===== config.mk =====
export PLATFORM = sky130hd
export DESIGN_NAME = cuppa_regmap_n_flat
export DESIGN_NICKNAME = d
export VERILOG_FILES = /design/src/rtl/cuppa_regmap_pkg.sv /design/src/rtl/cuppa_regmap_n_if.sv /design/src/rtl/cuppa_chan_regs.sv /design/src/rtl/cuppa_regmap_n.sv /design/src/flat_wrapper.sv
export SDC_FILE = /design/constraint.sdc
export NUM_CORES = 1
export LEC_CHECK = 0
export CORE_MARGIN = 2
export CORE_UTILIZATION = 46
export DETAILED_ROUTE_END_ITERATION = 10
export PLACE_DENSITY_LB_ADDON = 0.1
export SYNTH_ARGS = -nofsm -noshare
export SYNTH_HDL_FRONTEND = slang
export SYNTH_SLANG_ARGS = --single-unit

===== constraint.sdc =====
create_clock -name clk -period 2.8 [get_ports clk]
set_input_delay 0.42 -clock clk [delete_from_list [all_inputs] [get_ports clk]]
set_output_delay 0.42 -clock clk [all_outputs]
set_load 0.02 [all_outputs]

===== src/rtl/cuppa_regmap_pkg.sv =====
// Shared constants for the CUPPA register map: window bases, per-channel
// register offsets, global register addresses and the readout FSM states.
package cuppa_regmap_pkg;

   // Address window bases
   localparam logic [3:0] WIN_CHAN = 4'hE;
   localparam logic [7:0] WIN_GLB  = 8'hD0;

   // Per-channel register offsets (y_adr[3:0] inside the channel window)
   localparam logic [3:0] OFF_TRIG_CTRL = 4'h0;
   localparam logic [3:0] OFF_TRIG_THR  = 4'h1;
   localparam logic [3:0] OFF_TRIG_MODE = 4'h2;
   localparam logic [3:0] OFF_CNST_RUN  = 4'h3;
   localparam logic [3:0] OFF_CNST_CONF = 4'h4;
   localparam logic [3:0] OFF_TEST_CONF = 4'h5;
   localparam logic [3:0] OFF_POST_CONF = 4'h6;
   localparam logic [3:0] OFF_PRE_CONF  = 4'h7;
   localparam logic [3:0] OFF_STATUS    = 4'h8;
   localparam logic [3:0] OFF_N_WVF     = 4'h9;
   localparam logic [3:0] OFF_WUSED     = 4'hA;

   // Global register addresses
   localparam logic [11:0] ADR_ARM      = {WIN_GLB, 4'h0};
   localparam logic [11:0] ADR_TRIG_RUN = {WIN_GLB, 4'h1};
   localparam logic [11:0] ADR_WVB_RST  = {WIN_GLB, 4'h2};
   localparam logic [11:0] ADR_DPR_LEN  = {WIN_GLB, 4'h3};
   localparam logic [11:0] ADR_DONE     = {WIN_GLB, 4'h4};
   localparam logic [11:0] ADR_OVF      = {WIN_GLB, 4'h5};
   localparam logic [11:0] ADR_NCHAN    = {WIN_GLB, 4'h6};

   // Readout DPRAM ownership states; encoding is visible on reads of ADR_DONE
   typedef enum logic [1:0] {
      RDOUT_IDLE = 2'd0,
      RDOUT_BUSY = 2'd1
   } rdout_state_e;

endpackage


===== src/rtl/cuppa_regmap_n_if.sv =====
// CRS y-bus: address, write data/strobe from the master, combinational
// read data and hit flag back from the register map.
interface cuppa_regmap_n_if;
   logic [11:0] y_adr;
   logic [15:0] y_wr_data;
   logic        y_wr;
   logic [15:0] y_rd_data;
   logic        y_rd_hit;

   modport master (
      output y_adr, y_wr_data, y_wr,
      input  y_rd_data, y_rd_hit
   );

   modport slave (
      input  y_adr, y_wr_data, y_wr,
      output y_rd_data, y_rd_hit
   );
endinterface


===== src/rtl/cuppa_chan_regs.sv =====
// One channel's trigger / waveform-buffer configuration registers, its
// overflow sticky bit and the readback mux for the channel window.
module cuppa_chan_regs
   import cuppa_regmap_pkg::*;
#(
   parameter int unsigned ADC_BITS = 12,
   parameter int unsigned PRE_W    = 6
) (
   input  logic                clk,
   input  logic                rst,
   input  logic                wr_en_i,
   input  logic [3:0]          offset_i,
   input  logic [15:0]         wr_data_i,
   input  logic                ovf_set_i,
   input  logic                ovf_clr_i,
   input  logic                armed_i,
   input  logic                hdr_full_i,
   input  logic [9:0]          n_wvf_i,
   input  logic [15:0]         wused_i,
   output logic                trig_et_o,
   output logic                trig_gt_o,
   output logic                trig_lt_o,
   output logic                thr_en_o,
   output logic                ext_en_o,
   output logic [ADC_BITS-1:0] thr_o,
   output logic                mode_o,
   output logic                cnst_run_o,
   output logic [14:0]         cnst_conf_o,
   output logic [14:0]         test_conf_o,
   output logic [14:0]         post_conf_o,
   output logic [PRE_W-1:0]    pre_conf_o,
   output logic                ovf_o,
   output logic [15:0]         rd_data_o
);

   logic [4:0]          ctrl_q, ctrl_d;
   logic [ADC_BITS-1:0] thr_q, thr_d;
   logic                mode_q, mode_d;
   logic                cnst_run_q, cnst_run_d;
   logic [14:0]         cnst_conf_q, cnst_conf_d;
   logic [14:0]         test_conf_q, test_conf_d;
   logic [14:0]         post_conf_q, post_conf_d;
   logic [PRE_W-1:0]    pre_conf_q, pre_conf_d;
   logic                ovf_q, ovf_d;

   logic unused_wr_data;
   assign unused_wr_data = ^wr_data_i;

   // Next-state: decoded config writes; sticky set dominates W1C clear
   always_comb begin
      ctrl_d      = ctrl_q;
      thr_d       = thr_q;
      mode_d      = mode_q;
      cnst_run_d  = cnst_run_q;
      cnst_conf_d = cnst_conf_q;
      test_conf_d = test_conf_q;
      post_conf_d = post_conf_q;
      pre_conf_d  = pre_conf_q;
      if (wr_en_i) begin
         case (offset_i)
            OFF_TRIG_CTRL: ctrl_d      = wr_data_i[4:0];
            OFF_TRIG_THR:  thr_d       = wr_data_i[ADC_BITS-1:0];
            OFF_TRIG_MODE: mode_d      = wr_data_i[0];
            OFF_CNST_RUN:  cnst_run_d  = wr_data_i[0];
            OFF_CNST_CONF: cnst_conf_d = wr_data_i[14:0];
            OFF_TEST_CONF: test_conf_d = wr_data_i[14:0];
            OFF_POST_CONF: post_conf_d = wr_data_i[14:0];
            OFF_PRE_CONF:  pre_conf_d  = wr_data_i[PRE_W-1:0];
            default: ;
         endcase
      end
      ovf_d = ovf_set_i | (ovf_q & ~ovf_clr_i);
   end

   // Register update with synchronous reset
   always_ff @(posedge clk) begin
      if (rst) begin
         ctrl_q      <= '0;
         thr_q       <= '0;
         mode_q      <= 1'b0;
         cnst_run_q  <= 1'b0;
         cnst_conf_q <= '0;
         test_conf_q <= '0;
         post_conf_q <= '0;
         pre_conf_q  <= '0;
         ovf_q       <= 1'b0;
      end else begin
         ctrl_q      <= ctrl_d;
         thr_q       <= thr_d;
         mode_q      <= mode_d;
         cnst_run_q  <= cnst_run_d;
         cnst_conf_q <= cnst_conf_d;
         test_conf_q <= test_conf_d;
         post_conf_q <= post_conf_d;
         pre_conf_q  <= pre_conf_d;
         ovf_q       <= ovf_d;
      end
   end

   // Readback mux, zero-extended to the bus width
   always_comb begin
      rd_data_o = '0;
      case (offset_i)
         OFF_TRIG_CTRL: rd_data_o = 16'(ctrl_q);
         OFF_TRIG_THR:  rd_data_o = 16'(thr_q);
         OFF_TRIG_MODE: rd_data_o = 16'(mode_q);
         OFF_CNST_RUN:  rd_data_o = 16'(cnst_run_q);
         OFF_CNST_CONF: rd_data_o = 16'(cnst_conf_q);
         OFF_TEST_CONF: rd_data_o = 16'(test_conf_q);
         OFF_POST_CONF: rd_data_o = 16'(post_conf_q);
         OFF_PRE_CONF:  rd_data_o = 16'(pre_conf_q);
         OFF_STATUS:    rd_data_o = 16'({hdr_full_i, ovf_q, armed_i});
         OFF_N_WVF:     rd_data_o = 16'(n_wvf_i);
         OFF_WUSED:     rd_data_o = wused_i;
         default:       rd_data_o = '0;
      endcase
   end

   assign {ext_en_o, thr_en_o, trig_lt_o, trig_gt_o, trig_et_o} = ctrl_q;
   assign thr_o       = thr_q;
   assign mode_o      = mode_q;
   assign cnst_run_o  = cnst_run_q;
   assign cnst_conf_o = cnst_conf_q;
   assign test_conf_o = test_conf_q;
   assign post_conf_o = post_conf_q;
   assign pre_conf_o  = pre_conf_q;
   assign ovf_o       = ovf_q;

endmodule


===== src/rtl/cuppa_regmap_n.sv =====
// CUPPA register map for N digitizer channels: indexed channel window,
// global strobe/mask registers and the readout DPRAM ownership handshake.
module cuppa_regmap_n
   import cuppa_regmap_pkg::*;
#(
   parameter int unsigned N_CHANNELS = 2,
   parameter int unsigned ADC_BITS   = 12,
   parameter int unsigned PRE_W      = 6
) (
   input  logic                           clk,
   input  logic                           rst,
   cuppa_regmap_n_if.slave                ybus,
   output logic [N_CHANNELS-1:0]          trig_et,
   output logic [N_CHANNELS-1:0]          trig_gt,
   output logic [N_CHANNELS-1:0]          trig_lt,
   output logic [N_CHANNELS-1:0]          thresh_trig_en,
   output logic [N_CHANNELS-1:0]          ext_trig_en,
   output logic [N_CHANNELS*ADC_BITS-1:0] trig_thr,
   output logic [N_CHANNELS-1:0]          trig_run,
   output logic [N_CHANNELS-1:0]          wvb_arm,
   output logic [N_CHANNELS-1:0]          trig_mode,
   output logic [N_CHANNELS-1:0]          cnst_run,
   output logic [N_CHANNELS*15-1:0]       cnst_conf,
   output logic [N_CHANNELS*15-1:0]       test_conf,
   output logic [N_CHANNELS*15-1:0]       post_conf,
   output logic [N_CHANNELS*PRE_W-1:0]    pre_conf,
   output logic [N_CHANNELS-1:0]          wvb_rst,
   input  logic [N_CHANNELS-1:0]          wvb_armed,
   input  logic [N_CHANNELS-1:0]          wvb_overflow,
   input  logic [N_CHANNELS-1:0]          wvb_hdr_full,
   input  logic [N_CHANNELS*10-1:0]       wvb_n_wvf,
   input  logic [N_CHANNELS*16-1:0]       wvb_wused,
   input  logic                           rdout_run,
   input  logic [15:0]                    dpram_len_in,
   output logic                           dpram_busy,
   output logic [15:0]                    dpram_len
);

   logic [3:0]            ch;
   logic                  chan_win;
   logic                  ch_valid;
   logic [N_CHANNELS-1:0] chan_wr;
   logic [N_CHANNELS-1:0] ovf_clr;
   logic [N_CHANNELS-1:0] ovf_sticky;
   logic [15:0]           chan_rd [N_CHANNELS];
   logic                  done_wr;

   logic [N_CHANNELS-1:0] wvb_arm_q, wvb_arm_d;
   logic [N_CHANNELS-1:0] trig_run_q, trig_run_d;
   logic [N_CHANNELS-1:0] wvb_rst_q, wvb_rst_d;
   rdout_state_e          state_q, state_d;
   logic                  busy_q, busy_d;
   logic [15:0]           len_q, len_d;

   logic unused_wr_data;
   assign unused_wr_data = ^ybus.y_wr_data;

   assign ch       = ybus.y_adr[7:4];
   assign chan_win = (ybus.y_adr[11:8] == WIN_CHAN);
   assign ch_valid = ({28'd0, ch} < N_CHANNELS);
   assign done_wr  = ybus.y_wr && (ybus.y_adr == ADR_DONE) && ybus.y_wr_data[0];

   // Per-channel write enables and W1C sticky clears
   always_comb begin
      chan_wr = '0;
      for (int unsigned i = 0; i < N_CHANNELS; i++) begin
         chan_wr[i] = ybus.y_wr && chan_win && (ch == 4'(i));
      end
      ovf_clr = (ybus.y_wr && (ybus.y_adr == ADR_OVF)) ? ybus.y_wr_data[N_CHANNELS-1:0] : '0;
   end

   for (genvar i = 0; i < N_CHANNELS; i++) begin : g_chan
      cuppa_chan_regs #(
         .ADC_BITS (ADC_BITS),
         .PRE_W    (PRE_W)
      ) u_chan_regs (
         .clk         (clk),
         .rst         (rst),
         .wr_en_i     (chan_wr[i]),
         .offset_i    (ybus.y_adr[3:0]),
         .wr_data_i   (ybus.y_wr_data),
         .ovf_set_i   (wvb_overflow[i]),
         .ovf_clr_i   (ovf_clr[i]),
         .armed_i     (wvb_armed[i]),
         .hdr_full_i  (wvb_hdr_full[i]),
         .n_wvf_i     (wvb_n_wvf[i*10 +: 10]),
         .wused_i     (wvb_wused[i*16 +: 16]),
         .trig_et_o   (trig_et[i]),
         .trig_gt_o   (trig_gt[i]),
         .trig_lt_o   (trig_lt[i]),
         .thr_en_o    (thresh_trig_en[i]),
         .ext_en_o    (ext_trig_en[i]),
         .thr_o       (trig_thr[i*ADC_BITS +: ADC_BITS]),
         .mode_o      (trig_mode[i]),
         .cnst_run_o  (cnst_run[i]),
         .cnst_conf_o (cnst_conf[i*15 +: 15]),
         .test_conf_o (test_conf[i*15 +: 15]),
         .post_conf_o (post_conf[i*15 +: 15]),
         .pre_conf_o  (pre_conf[i*PRE_W +: PRE_W]),
         .ovf_o       (ovf_sticky[i]),
         .rd_data_o   (chan_rd[i])
      );
   end

   // Global next-state: strobes default low, wvb_rst mask holds until rewritten
   always_comb begin
      wvb_arm_d  = '0;
      trig_run_d = '0;
      wvb_rst_d  = wvb_rst_q;
      if (ybus.y_wr) begin
         case (ybus.y_adr)
            ADR_ARM:      wvb_arm_d  = ybus.y_wr_data[N_CHANNELS-1:0];
            ADR_TRIG_RUN: trig_run_d = ybus.y_wr_data[N_CHANNELS-1:0];
            ADR_WVB_RST:  wvb_rst_d  = ybus.y_wr_data[N_CHANNELS-1:0];
            default: ;
         endcase
      end
   end

   // Global register update
   always_ff @(posedge clk) begin
      if (rst) begin
         wvb_arm_q  <= '0;
         trig_run_q <= '0;
         wvb_rst_q  <= '0;
      end else begin
         wvb_arm_q  <= wvb_arm_d;
         trig_run_q <= trig_run_d;
         wvb_rst_q  <= wvb_rst_d;
      end
   end

   // Readout FSM next-state; in IDLE a run request wins over a done write
   always_comb begin
      state_d = state_q;
      busy_d  = busy_q;
      len_d   = len_q;
      unique case (state_q)
         RDOUT_IDLE: begin
            if (rdout_run) begin
               state_d = RDOUT_BUSY;
               busy_d  = 1'b1;
               len_d   = dpram_len_in;
            end
         end
         RDOUT_BUSY: begin
            if (done_wr) begin
               state_d = RDOUT_IDLE;
               busy_d  = 1'b0;
               len_d   = '0;
            end
         end
         default: begin
            state_d = RDOUT_IDLE;
            busy_d  = 1'b0;
            len_d   = '0;
         end
      endcase
   end

   // Readout FSM state and registered outputs
   always_ff @(posedge clk) begin
      if (rst) begin
         state_q <= RDOUT_IDLE;
         busy_q  <= 1'b0;
         len_q   <= '0;
      end else begin
         state_q <= state_d;
         busy_q  <= busy_d;
         len_q   <= len_d;
      end
   end

   // Combinational read mux across the channel window and global registers
   always_comb begin
      ybus.y_rd_data = '0;
      ybus.y_rd_hit  = 1'b0;
      if (chan_win) begin
         if (ch_valid) begin
            ybus.y_rd_hit = 1'b1;
            for (int unsigned i = 0; i < N_CHANNELS; i++) begin
               if (ch == 4'(i)) ybus.y_rd_data = chan_rd[i];
            end
         end
      end else begin
         case (ybus.y_adr)
            ADR_ARM, ADR_TRIG_RUN: ybus.y_rd_hit = 1'b1;
            ADR_WVB_RST: begin
               ybus.y_rd_hit  = 1'b1;
               ybus.y_rd_data = 16'(wvb_rst_q);
            end
            ADR_DPR_LEN: begin
               ybus.y_rd_hit  = 1'b1;
               ybus.y_rd_data = len_q;
            end
            ADR_DONE: begin
               ybus.y_rd_hit  = 1'b1;
               ybus.y_rd_data = {14'b0, state_q};
            end
            ADR_OVF: begin
               ybus.y_rd_hit  = 1'b1;
               ybus.y_rd_data = 16'(ovf_sticky);
            end
            ADR_NCHAN: begin
               ybus.y_rd_hit  = 1'b1;
               ybus.y_rd_data = 16'(N_CHANNELS);
            end
            default: ;
         endcase
      end
   end

   assign wvb_arm    = wvb_arm_q;
   assign trig_run   = trig_run_q;
   assign wvb_rst    = wvb_rst_q;
   assign dpram_busy = busy_q;
   assign dpram_len  = len_q;

endmodule


===== src/flat_wrapper.sv =====
// flat-port wrapper written by rule: the top's interface ports become plain ports
module cuppa_regmap_n_flat import cuppa_regmap_pkg::*;
#(
   parameter int unsigned N_CHANNELS = 2,
   parameter int unsigned ADC_BITS   = 12,
   parameter int unsigned PRE_W      = 6
)
  (clk, rst, trig_et, trig_gt, trig_lt, thresh_trig_en, ext_trig_en, trig_thr, trig_run, wvb_arm, trig_mode, cnst_run, cnst_conf, test_conf, post_conf, pre_conf, wvb_rst, wvb_armed, wvb_overflow, wvb_hdr_full, wvb_n_wvf, wvb_wused, rdout_run, dpram_len_in, dpram_busy, dpram_len, ybus_y_adr, ybus_y_wr_data, ybus_y_wr, ybus_y_rd_data, ybus_y_rd_hit);
  cuppa_regmap_n_if ybus_i ();
  input  logic clk;
  input  logic rst;
  output logic [N_CHANNELS-1:0] trig_et;
  output logic [N_CHANNELS-1:0] trig_gt;
  output logic [N_CHANNELS-1:0] trig_lt;
  output logic [N_CHANNELS-1:0] thresh_trig_en;
  output logic [N_CHANNELS-1:0] ext_trig_en;
  output logic [N_CHANNELS*ADC_BITS-1:0] trig_thr;
  output logic [N_CHANNELS-1:0] trig_run;
  output logic [N_CHANNELS-1:0] wvb_arm;
  output logic [N_CHANNELS-1:0] trig_mode;
  output logic [N_CHANNELS-1:0] cnst_run;
  output logic [N_CHANNELS*15-1:0] cnst_conf;
  output logic [N_CHANNELS*15-1:0] test_conf;
  output logic [N_CHANNELS*15-1:0] post_conf;
  output logic [N_CHANNELS*PRE_W-1:0] pre_conf;
  output logic [N_CHANNELS-1:0] wvb_rst;
  input  logic [N_CHANNELS-1:0] wvb_armed;
  input  logic [N_CHANNELS-1:0] wvb_overflow;
  input  logic [N_CHANNELS-1:0] wvb_hdr_full;
  input  logic [N_CHANNELS*10-1:0] wvb_n_wvf;
  input  logic [N_CHANNELS*16-1:0] wvb_wused;
  input  logic rdout_run;
  input  logic [15:0] dpram_len_in;
  output logic dpram_busy;
  output logic [15:0] dpram_len;
  input wire logic [$bits(ybus_i.y_adr)-1:0] ybus_y_adr;
  input wire logic [$bits(ybus_i.y_wr_data)-1:0] ybus_y_wr_data;
  input wire logic [$bits(ybus_i.y_wr)-1:0] ybus_y_wr;
  output wire logic [$bits(ybus_i.y_rd_data)-1:0] ybus_y_rd_data;
  output wire logic [$bits(ybus_i.y_rd_hit)-1:0] ybus_y_rd_hit;
  assign ybus_i.y_adr = ybus_y_adr;
  assign ybus_i.y_wr_data = ybus_y_wr_data;
  assign ybus_i.y_wr = ybus_y_wr;
  assign ybus_y_rd_data = ybus_i.y_rd_data;
  assign ybus_y_rd_hit = ybus_i.y_rd_hit;
  cuppa_regmap_n #(.N_CHANNELS(N_CHANNELS), .ADC_BITS(ADC_BITS), .PRE_W(PRE_W)) u_core (.clk(clk), .rst(rst), .ybus(ybus_i), .trig_et(trig_et), .trig_gt(trig_gt), .trig_lt(trig_lt), .thresh_trig_en(thresh_trig_en), .ext_trig_en(ext_trig_en), .trig_thr(trig_thr), .trig_run(trig_run), .wvb_arm(wvb_arm), .trig_mode(trig_mode), .cnst_run(cnst_run), .cnst_conf(cnst_conf), .test_conf(test_conf), .post_conf(post_conf), .pre_conf(pre_conf), .wvb_rst(wvb_rst), .wvb_armed(wvb_armed), .wvb_overflow(wvb_overflow), .wvb_hdr_full(wvb_hdr_full), .wvb_n_wvf(wvb_n_wvf), .wvb_wused(wvb_wused), .rdout_run(rdout_run), .dpram_len_in(dpram_len_in), .dpram_busy(dpram_busy), .dpram_len(dpram_len));
endmodule

==> flow_summary.ini, run 1 <==
[synthesis]
postSynth.asyncResetShare_pct = 0
synthesis.area_um2 = 8113
synth_ff_type = dfxtp_1
number_of_enable_flip_flop_cells_after_synthesis = 0
synth.yosys.seq_area_share_pct = 40.72
ys_top_cells_by_area = dfxtp_1, nand2_1, mux2i_1
yosysWarnings = 0
synth.net_count = 1090
yosysTopAreaCell = dfxtp_1
synthesis.area_per_instance_um2 = 8.245
synth_unique_cells = 58
syn_inst = 984
synth.top_cell.area_share_pct = 40.72
synth_seq_cells = 165

[timing]
slew-limit-headroom_pct = 45.90
finalCritPeriodShare_pct = 99.19
slew_viol_final = 0
finalSetupTns_ns = 0
worst-slew-pin-transition_ns = 0.8115
grt_setup_unrepaired = true
max_freq_mhz = 360.0
clock-skew-final_ns = 0.003292
finalCriticalPeriod_ns = 2.777
hold_fails_final_rpt = 0
final.hold.worst_slack_ns = 0.4714
setup_violators_final = 0

[drt]
route.detailed.vias_per_inst = 6.065
ant_nets = 0
vias = 9334
drt_first_pass_iters = 5
detail_route.drc_violations = 0
first_iter_violations = 1045
routed_wire_length_per_instance_um = 22.88
drt_wl_total_um = 35210

[placed_design]
buffer_ports.inserted = 284
place_area_um2 = 11730
post-dp-hpwl_um = 25590
gpl.final_weighted_congestion = 0.9397

[clock_network]
cts_max_level = 4
holdBufCountCts = 0
clock_insertion_delay_at_the_later_pin_of_the_skew_report_ns = 0.43
clock_tree_root_driver_cell = clkbuf_16
clk_transition_reported_paths_ns = 0.07
cts_max_path_buffers = 2
cts_inserted_buffers = 17
cts_tree = done
clock_sink_count = 165

[worst_setup_path]
r2r_cells = 5
timing.reg2reg.setup_slack_ns = 1.10
rr_startpoint = u_core.dpram_busy
r2r-end = u_core.dpram_len[10]
worst-path-max-fanout = 10
startpoint_type = primary input
critPathRequiredTime_ns = 2.38
critPathKind = primary input to output port
element_type_at_the_critical_path_end = output port
worstPathArrival_ns = 2.36

[global_routing]
grt.overflow.total = 0
total_routing_usage_gr_pct = 36.93
number_of_antenna_violations_at_the_first_check_in_global_routing = 1
vias_in_the_first_global_route = 8786
pin_count_of_the_biggest_net_entering_global_routing = 52
grt_pass1_wl_um = 51430

[floorplanning]
initial_core_util_pct = 46.90
die_area_um2 = 18710
fp.dieW_um = 136.8
core_region_area_um2 = 17300
num_rows = 48
dieHeight_um = 136.8
top_level_ports = 286

[power]
report.power.total_mw = 5.490
worst_voltage_drop_across_the_vdd_grid_mv = 0.4416
leakage_nw = 4.822
cellPowerDensity_nw_per_um2 = 442.2

[hold_path]
worst_hold_path_type = primary input to flop
worstHoldPathCells = 2
min-delay-start = rst
hold_path_end = u_core.g_chan[1].u_chan_regs.ctrl_q[3]

[cells_and_area]
design_area_um2 = 12420
finalNetCount = 1407
most_common_cell_after_layout_fill_and_taps_aside = clkdlybuf4s50_1
final.fill_count = 1383
area_growth_pct = 53.04
fin_util_pct = 71.78
share_of_layout_cells_above_drive_strength_1_pct = 17.50
antenna_cells = 0
mostFrequentLayoutCells = clkdlybuf4s50_1, nand2_1, dfxtp_1

[run]
number_of_violations_of_the_max_capacitance_limit = 0

[outcome]
outcome = finished, final reports clean
-- how the worst max path moves through the flow --
stage / start / to / slack, ns / depth (start not counted)
finish: ybus_y_adr[1] / ybus_y_rd_data[13] / 0.02 / 9
global route: ybus_y_adr[8] / ybus_y_rd_data[4] / -0.06 / 8
CTS: ybus_y_adr[0] / ybus_y_rd_data[3] / 0.003 / 10
detailed placement: ybus_y_adr[4] / ybus_y_rd_data[4] / -0.50 / 8
global placement: ybus_y_adr[4] / ybus_y_rd_data[4] / -0.50 / 8
floorplan: ybus_y_adr[0] / ybus_y_rd_data[4] / 0.26 / 8
-- power breakdown --
group	leakage (nW)	total [mW]	switching, mW	internal (mW)
Sequential	1.33	2.38	0.0190	2.36
Combinational	3.19	0.642	0.343	0.299
Clock	0.301	2.47	1.04	1.43
-- sequential cells by signal, indices dropped and copies added, names as in the netlist --
signal                                 count
u_core.g_chan.u_chan_regs.test_conf_o     30
u_core.g_chan.u_chan_regs.cnst_conf_o     30
u_core.g_chan.u_chan_regs.mode_o           2
u_core.dpram_len                          16
u_core.dpram_busy                          1
u_core.g_chan.u_chan_regs.thr_o           24
u_core.g_chan.u_chan_regs.ctrl_q          10
u_core.g_chan.u_chan_regs.ovf_o            2
u_core.g_chan.u_chan_regs.cnst_run_o       2
u_core.g_chan.u_chan_regs.post_conf_o     30
u_core.trig_run                            2
u_core.wvb_rst                             2
u_core.wvb_arm                             2
u_core.g_chan.u_chan_regs.pre_conf_o      12
-- stage by stage --
| step | cells | worst slack, ns |
|---|---|---|
| after global routing | 1539 | -0.05624 |
| after floorplan | 984 | 0.2650 |
| final | 1539 | 0.02255 |
| after detailed placement | 1503 | -0.4996 |
| after CTS | 1539 | 0.002609 |
| after global placement | 1503 | -0.4950 |
-- area by class of cell --
class                           count  area (µm²)  area share [%]
Sequential cell                   165        3303           26.60
Timing Repair Buffer              408        3882           31.27
Inverter                            6       22.52          0.1814
Clock buffer                       21       480.5           3.870
Tap cell                          225       281.5           2.267
Clock inverter                     11       137.6           1.109
Multi-Input combinational cell    703        4308           34.70
-- what timing repair did --
item                                   in CTS  in global routing
pin swaps                                   2                  0
gates resized for setup                    40                 33
setup buffers                               3                  0
endpoints found under the hold margin       0                  0
setup endpoints to repair                  17                 17
cloned                                      1                  0
-- kinds of logic (layout without fill, tap and decap cells) --
| kind of cell | Yosys count | in the layout | share of synthesized area, % |
|---|---|---|---|
| AND/OR/NAND/NOR | 361 | 362 | 20.03 |
| AO/OA/AOI/OAI | 255 | 255 | 20.90 |
| flip-flops | 165 | 165 | 40.72 |
| buffers and inverters | 117 | 446 | 7.310 |
| multiplexers | 86 | 86 | 11.04 |
-- synth_stat cells, types with 2 or more instances --
cell type	instances
o31ai_1	2
a22oi_1	43
o221ai_1	6
nand3_2	6
nor3_1	9
nor3_4	2
nor2_1	79
nand4b_1	2
o22ai_1	8
a31oi_1	4
and2_0	3
buf_6	5
a22o_1	10
mux2i_1	58
nor4_1	4
a2111oi_0	3
buf_1	7
nand4_1	2
a221oi_1	9
nand3_1	10
o21ai_0	16
a211oi_1	2
nand2_1	208
a211o_1	3
inv_1	6
and2_1	10
buf_2	39
a32oi_1	15
mux2_2	28
nand2b_1	3
a221o_1	3
nor3b_2	2
nor4b_1	2
nor3b_1	4
a2bb2oi_1	2
and4b_1	2
dfxtp_1	165
a21oi_1	109
nor2b_1	5
a32o_1	12
clkbuf_1	42
buf_4	18
-- routing by layer --
metal | vias to the layer above | wire length [µm] | GRT usage [%] | share of wire [%]
li1 | 4123 | - | - | -
met1 | 4410 | 13350 | 46.52 | 38
met2 | 661 | 16310 | 59.11 | 46
met3 | 138 | 3793 | 9.074 | 11
met4 | 2 | 1736 | 18.04 | 4.9
met5 | - | 18 | 0 | 0.051
-- critical path: stages --
cell and delay, ns:
buf_4 0.16, buf_4 0.15, nor2b_1 0.16, buf_4 0.21, buf_4 0.22, a21oi_1 0.10, o21ai_0 0.35, a32o_1 0.23
dlygate4sd2_1 0.35
Power figures use the tool's default switching activity.
==> run 2: changes to the inputs <==
Settings changed: CORE_UTILIZATION 46 to 47, CTS_BUF_LIST from default to sky130_fd_sc_hd__clkbuf_8.
==> run 2 against run 1 <==
Against the previous run: worst setup slack gained 0.012 ns; wire length shrank 0.37%; clock skew grew 0.0016 ns; final cell count grew 1.0%; critical path depth shrank 1; largest power group is now sequential cells.
==> flow_summary.ini, run 2 (same netlist as run 1, synthesis figures left out) <==
[outcome]
outcome = finished, final reports clean

[worst_setup_path]
worst-path-max-fanout = 4
element_type_at_the_critical_path_end = output port
timing.reg2reg.setup_slack_ns = 1.45
r2r-end = u_core.dpram_len[10]
rr_startpoint = u_core.dpram_busy
worstPathArrival_ns = 2.35
critPathRequiredTime_ns = 2.38
critPathKind = primary input to output port
r2r_cells = 6
startpoint_type = primary input

[cells_and_area]
most_common_cell_after_layout_fill_and_taps_aside = clkdlybuf4s50_1
finalNetCount = 1423
finish.cell_count_without_fillers = 1555
area_growth_pct = 52.56
fin_util_pct = 72.56
antenna_cells = 0
mostFrequentLayoutCells = clkdlybuf4s50_1, nand2_1, dfxtp_1
share_of_layout_cells_above_drive_strength_1_pct = 19.10

[drt]
drt_first_pass_iters = 5
route.detailed.vias_per_inst = 5.902
detail_route.drc_violations = 0
vias = 9177
first_iter_violations = 972
routed_wire_length_per_instance_um = 22.56
drt_wl_total_um = 35080
ant_nets = 0

[clock_network]
clk_transition_reported_paths_ns = 0.09
clock_insertion_delay_at_the_later_pin_of_the_skew_report_ns = 0.48
clock_sink_count = 165
cts_tree = done
cts_inserted_buffers = 17
clock_tree_root_driver_cell = clkbuf_8
cts_max_path_buffers = 2
cts_max_level = 4

[hold_path]
hold_path_end = u_core.g_chan[0].u_chan_regs.ctrl_q[1]
min-delay-start = rst
worstHoldPathCells = 2
worst_hold_path_type = primary input to flop

[global_routing]
grt.overflow.total = 0
pin_count_of_the_biggest_net_entering_global_routing = 76
number_of_antenna_violations_at_the_first_check_in_global_routing = 0
total_routing_usage_gr_pct = 37.50
vias_in_the_first_global_route = 8584
grt_pass1_wl_um = 51410

[floorplanning]
num_rows = 48
fp.dieW_um = 135.4
die_area_um2 = 18330
core_region_area_um2 = 17060
top_level_ports = 286
initial_core_util_pct = 47.56
dieHeight_um = 135.4

[timing]
worst-slew-pin-transition_ns = 0.7378
clock-skew-final_ns = 0.004858
finalSetupTns_ns = 0
setup_violators_final = 0
slew-limit-headroom_pct = 50.66
post-route-worst-setup-slack_ns = 0.03464
slew_viol_final = 0
finalCritPeriodShare_pct = 98.76
hold_fails_final_rpt = 0
finalCriticalPeriod_ns = 2.765
max_freq_mhz = 361.6

[power]
cellPowerDensity_nw_per_um2 = 384.9
worst_voltage_drop_across_the_vdd_grid_mv = 0.3120
report.power.total_mw = 4.764
leakage_nw = 4.810

[placed_design]
post-place-cells = 1517
post-dp-hpwl_um = 25950
placement.setup.worst_slack_ns = -0.7722
gpl.final_weighted_congestion = 0.9521
buffer_ports.inserted = 284

[run]
number_of_violations_of_the_max_capacitance_limit = 0
## run 2: cell types whose count changed in the layout (fill, tap and decap cells not counted), sizes merged
cell	previous run	this run
or4b	2	1
buf	128	147
clkinv	4	1
bufinv	2	0
bufbuf	0	1
clkinvlp	1	2
clkdlybuf4s15	5	7
dlygate4sd2	5	1
inv	10	17
clkbuf	32	28
## run 2: timing repair
| item | in CTS | in global routing |
|---|---|---|
| pin swaps | 2 | 5 |
| gates cloned | 1 | 0 |
| setup endpoints to repair | 17 | 17 |
| hold buffers | 0 | 0 |
| setup buffers | 4 | 1 |
| gates resized for setup | 70 | 28 |
## run 2: worst max path at each step
stage	start	depth (start not counted)	slack, ns	endpoint
CTS	ybus_y_adr[2]	8	-0.04	ybus_y_rd_data[8]
detailed placement	ybus_y_adr[4]	9	-0.77	ybus_y_rd_data[5]
finish	ybus_y_adr[8]	8	0.03	ybus_y_rd_data[5]
global route	u_core.g_chan[0].u_chan_regs.post_conf_o[3]	7	-0.002	ybus_y_rd_data[3]
floorplan	ybus_y_adr[0]	8	0.26	ybus_y_rd_data[4]
global placement	ybus_y_adr[4]	9	-0.84	ybus_y_rd_data[5]
## run 2: layout make-up
cell class / instances / area [µm²]
Timing Repair Buffer: 425 / 4060
Tap cell: 225 / 281.5
Fill cell: 1395 / 4679
Clock buffer: 18 / 247.7
Inverter: 6 / 22.52
Multi-Input combinational cell: 702 / 4332
Clock inverter: 14 / 130.1
Sequential cell: 165 / 3303
## run 2: metal layers
| metal | vias to the layer above | GRT usage [%] | part of all wire (%) |
|---|---|---|---|
| met5 | - | 0 | 0 |
| met3 | 102 | 8.305 | 9.3 |
| met1 | 4346 | 47.45 | 39 |
| met4 | 0 | 17.36 | 4.5 |
| met2 | 590 | 61.14 | 47 |
| li1 | 4139 | - | - |
## run 2: worst max-delay path, cell delays in order
cell             delay [ns]
clkdlybuf4s50_1        0.41
nand4b_1               0.28
nor4_2                 0.24
and2_4                 0.23
buf_4                  0.13
o21ai_0                0.10
o21ai_1                0.23
clkdlybuf4s15_2        0.30
## run 2: stage by stage
step	cell area, µm²	hold WS [ns]
CTS	12370	0.3804
finish	12380	0.3895
global placement	11860	0.4556
detailed placement	11860	0.4603
global route	12380	0.3962
floorplan	8113	0.4472
## run 2: report_power, final
| group | switching (mW) | internal [mW] | leakage [nW] | total (mW) |
|---|---|---|---|---|
| Combinational | 0.346 | 0.319 | 3.29 | 0.665 |
| Clock | 1.04 | 0.681 | 0.190 | 1.72 |
| Sequential | 0.0191 | 2.36 | 1.33 | 2.38 |
==> run 3: changes to the inputs <==
Settings changed: CORE_UTILIZATION 47 to 25.
==> run 3 against run 2 <==
Against the previous run: count of clock-buffer cells in the layout fell by 1; worst setup slack lost 0.0041 ns; clock power is 14% higher; largest power group unchanged.
==> flow_summary.ini, run 3 (same netlist as run 1, synthesis figures left out) <==
[floorplanning]
core_region_area_um2 = 31720
top_level_ports = 286
dieHeight_um = 184.1
num_rows = 65
fp.dieW_um = 184.1
initial_core_util_pct = 25.58
die_area_um2 = 33910

[worst_setup_path]
worst_path_max_delay_cell = a221oi_1
crit_path_cell_trace = buf_2 > buf_4 > mux2i_1 > nor4_1 > buf_4 > a221oi_1 > nand3_1 > a32o_2 > clkdlybuf4s15_2
rr_startpoint = u_core.dpram_busy
critPathKind = primary input to output port
worstPathArrival_ns = 2.35
timing.reg2reg.setup_slack_ns = 1.42
element_type_at_the_critical_path_end = output port
r2r-end = u_core.dpram_len[4]
critPathMostFrequentCell = buf_4
startpoint_type = primary input
r2r_cells = 6
critPathRequiredTime_ns = 2.38
timing.critical_path.slowest_cell_delay_ns = 0.31
worst-path-max-fanout = 15

[drt]
first_iter_violations = 712
vias = 8835
drt_wl_total_um = 41390
detail_route.drc_violations = 0
route.detailed.vias_per_inst = 5.083
routed_wire_length_per_instance_um = 23.81
drt_first_pass_iters = 6
ant_nets = 0

[global_routing]
grt_pass1_wl_um = 58930
vias_in_the_first_global_route = 8696
pin_count_of_the_biggest_net_entering_global_routing = 64
total_routing_usage_gr_pct = 24.01
grt.overflow.total = 0
number_of_antenna_violations_at_the_first_check_in_global_routing = 1

[timing]
setup_violators_final = 0
slew_viol_final = 0
slew-limit-headroom_pct = 47.45
hold_fails_final_rpt = 0
post-route-worst-setup-slack_ns = 0.03052
max_freq_mhz = 361.1
clock-skew-final_ns = 0.01303
grt_setup_unrepaired = false
finalCritPeriodShare_pct = 98.91
finalCriticalPeriod_ns = 2.769
worst-slew-pin-transition_ns = 0.7858

[cells_and_area]
fin_util_pct = 40.10
most_common_cell_after_layout_fill_and_taps_aside = clkdlybuf4s50_1
area_growth_pct = 56.79
share_of_layout_cells_above_drive_strength_1_pct = 19.57
mostFrequentLayoutCells = clkdlybuf4s50_1, nand2_1, dfxtp_1
finalNetCount = 1427
sequential_cell_area_um2 = 3303
multiInputGateArea_um2 = 4345
final.fill_count = 3220

[placed_design]
placement.setup.worst_slack_ns = -0.5540
gpl.final_weighted_congestion = 0.8574
post-dp-hpwl_um = 30940
buffer_ports.inserted = 284

[power]
report.power.total_mw = 5.029
switching_share_pct = 28.72
combinational_share_of_power_pct = 13.6
worst_voltage_drop_across_the_vdd_grid_mv = 0.2600
power.clock.fraction_pct = 39.0
sequentialPowerShare_pct = 47.4
cellPowerDensity_nw_per_um2 = 395.3
cellInternalPower_mw = 3.584
leakage_nw = 4.881
power_switching_mw = 1.444

[hold_path]
hold_path_end = u_core.dpram_len[14]
min-delay-start = rst
worst_hold_path_type = primary input to flop
worstHoldPathCells = 2

[clock_network]
cts_inserted_buffers = 17
clock_sink_count = 165
cts_max_path_buffers = 2
cts_tree = done
clock_insertion_delay_at_the_later_pin_of_the_skew_report_ns = 0.47
clk_transition_reported_paths_ns = 0.10
cts_max_level = 4
clock_tree_root_driver_cell = clkbuf_8

[outcome]
outcome = finished, final reports clean

[run]
number_of_violations_of_the_max_capacitance_limit = 0
[run 3: power groups by stage]
| stage | clock network [mW] | registers (mW) | logic (mW) |
|---|---|---|---|
| floorplan | 0 | 2.44 | 0.232 |
| global placement | 0 | 2.44 | 0.667 |
| detailed placement | 0 | 2.44 | 0.663 |
| CTS | 2.00 | 2.38 | 0.676 |
| global route | 2.09 | 2.39 | 0.717 |
| finish | 1.96 | 2.38 | 0.686 |
[run 3: area by class of cell]
class / instances / share of cell area, %
Tap cell: 402 / 3.954
Clock inverter: 15 / 1.495
Sequential cell: 165 / 25.97
Timing Repair Buffer: 428 / 32.36
Antenna cell: 2 / 0.03935
Inverter: 6 / 0.1771
Multi-Input combinational cell: 703 / 34.16
Clock buffer: 17 / 1.839
[run 3: worst max path at each step]
| stage | from | to | depth (start not counted) |
|---|---|---|---|
| final | ybus_y_adr[0] | ybus_y_rd_data[2] | 9 |
| after global routing | u_core.g_chan[0].u_chan_regs.post_conf_o[3] | ybus_y_rd_data[3] | 7 |
| after CTS | ybus_y_adr[8] | ybus_y_rd_data[2] | 7 |
| after detailed placement | ybus_y_adr[6] | ybus_y_rd_data[5] | 8 |
| after global placement | ybus_y_adr[6] | ybus_y_rd_data[5] | 8 |
| after floorplan | ybus_y_adr[0] | ybus_y_rd_data[4] | 8 |
[run 3: stage by stage]
| step | instance area (µm²) | setup TNS, ns | instances | hold WS [ns] |
|---|---|---|---|---|
| after CTS | 12650 | 0 | 1733 | 0.4199 |
| after floorplan | 8113 | 0 | 984 | 0.4472 |
| after global placement | 12110 | -7.533 | 1700 | 0.4569 |
| after detailed placement | 12110 | -7.824 | 1700 | 0.4656 |
| final | 12720 | 0 | 1738 | 0.4271 |
| after global routing | 12720 | 0 | 1737 | 0.4395 |
[run 3: repair_timing]
item,4_1_cts,5_1_grt
hold endpoints to repair,0,0
setup endpoints to repair,17,17
setup buffers,0,3
pin swaps,5,11
hold buffers,0,0
gates cloned,1,0
resized for setup,74,22
[run 3: per-layer routing]
layer,part of all wire [%],GRT usage [%]
met2,45,37.96
met3,7.6,5.177
met1,45,32.47
met4,2.2,7.872
met5,0,0
[run 3: worst max-delay path, delay by kind of cell]
kind,cells,cell delay [ns]
buf+inv,4,0.81
compound gates,2,0.62
mux,1,0.28
simple gates,2,0.20
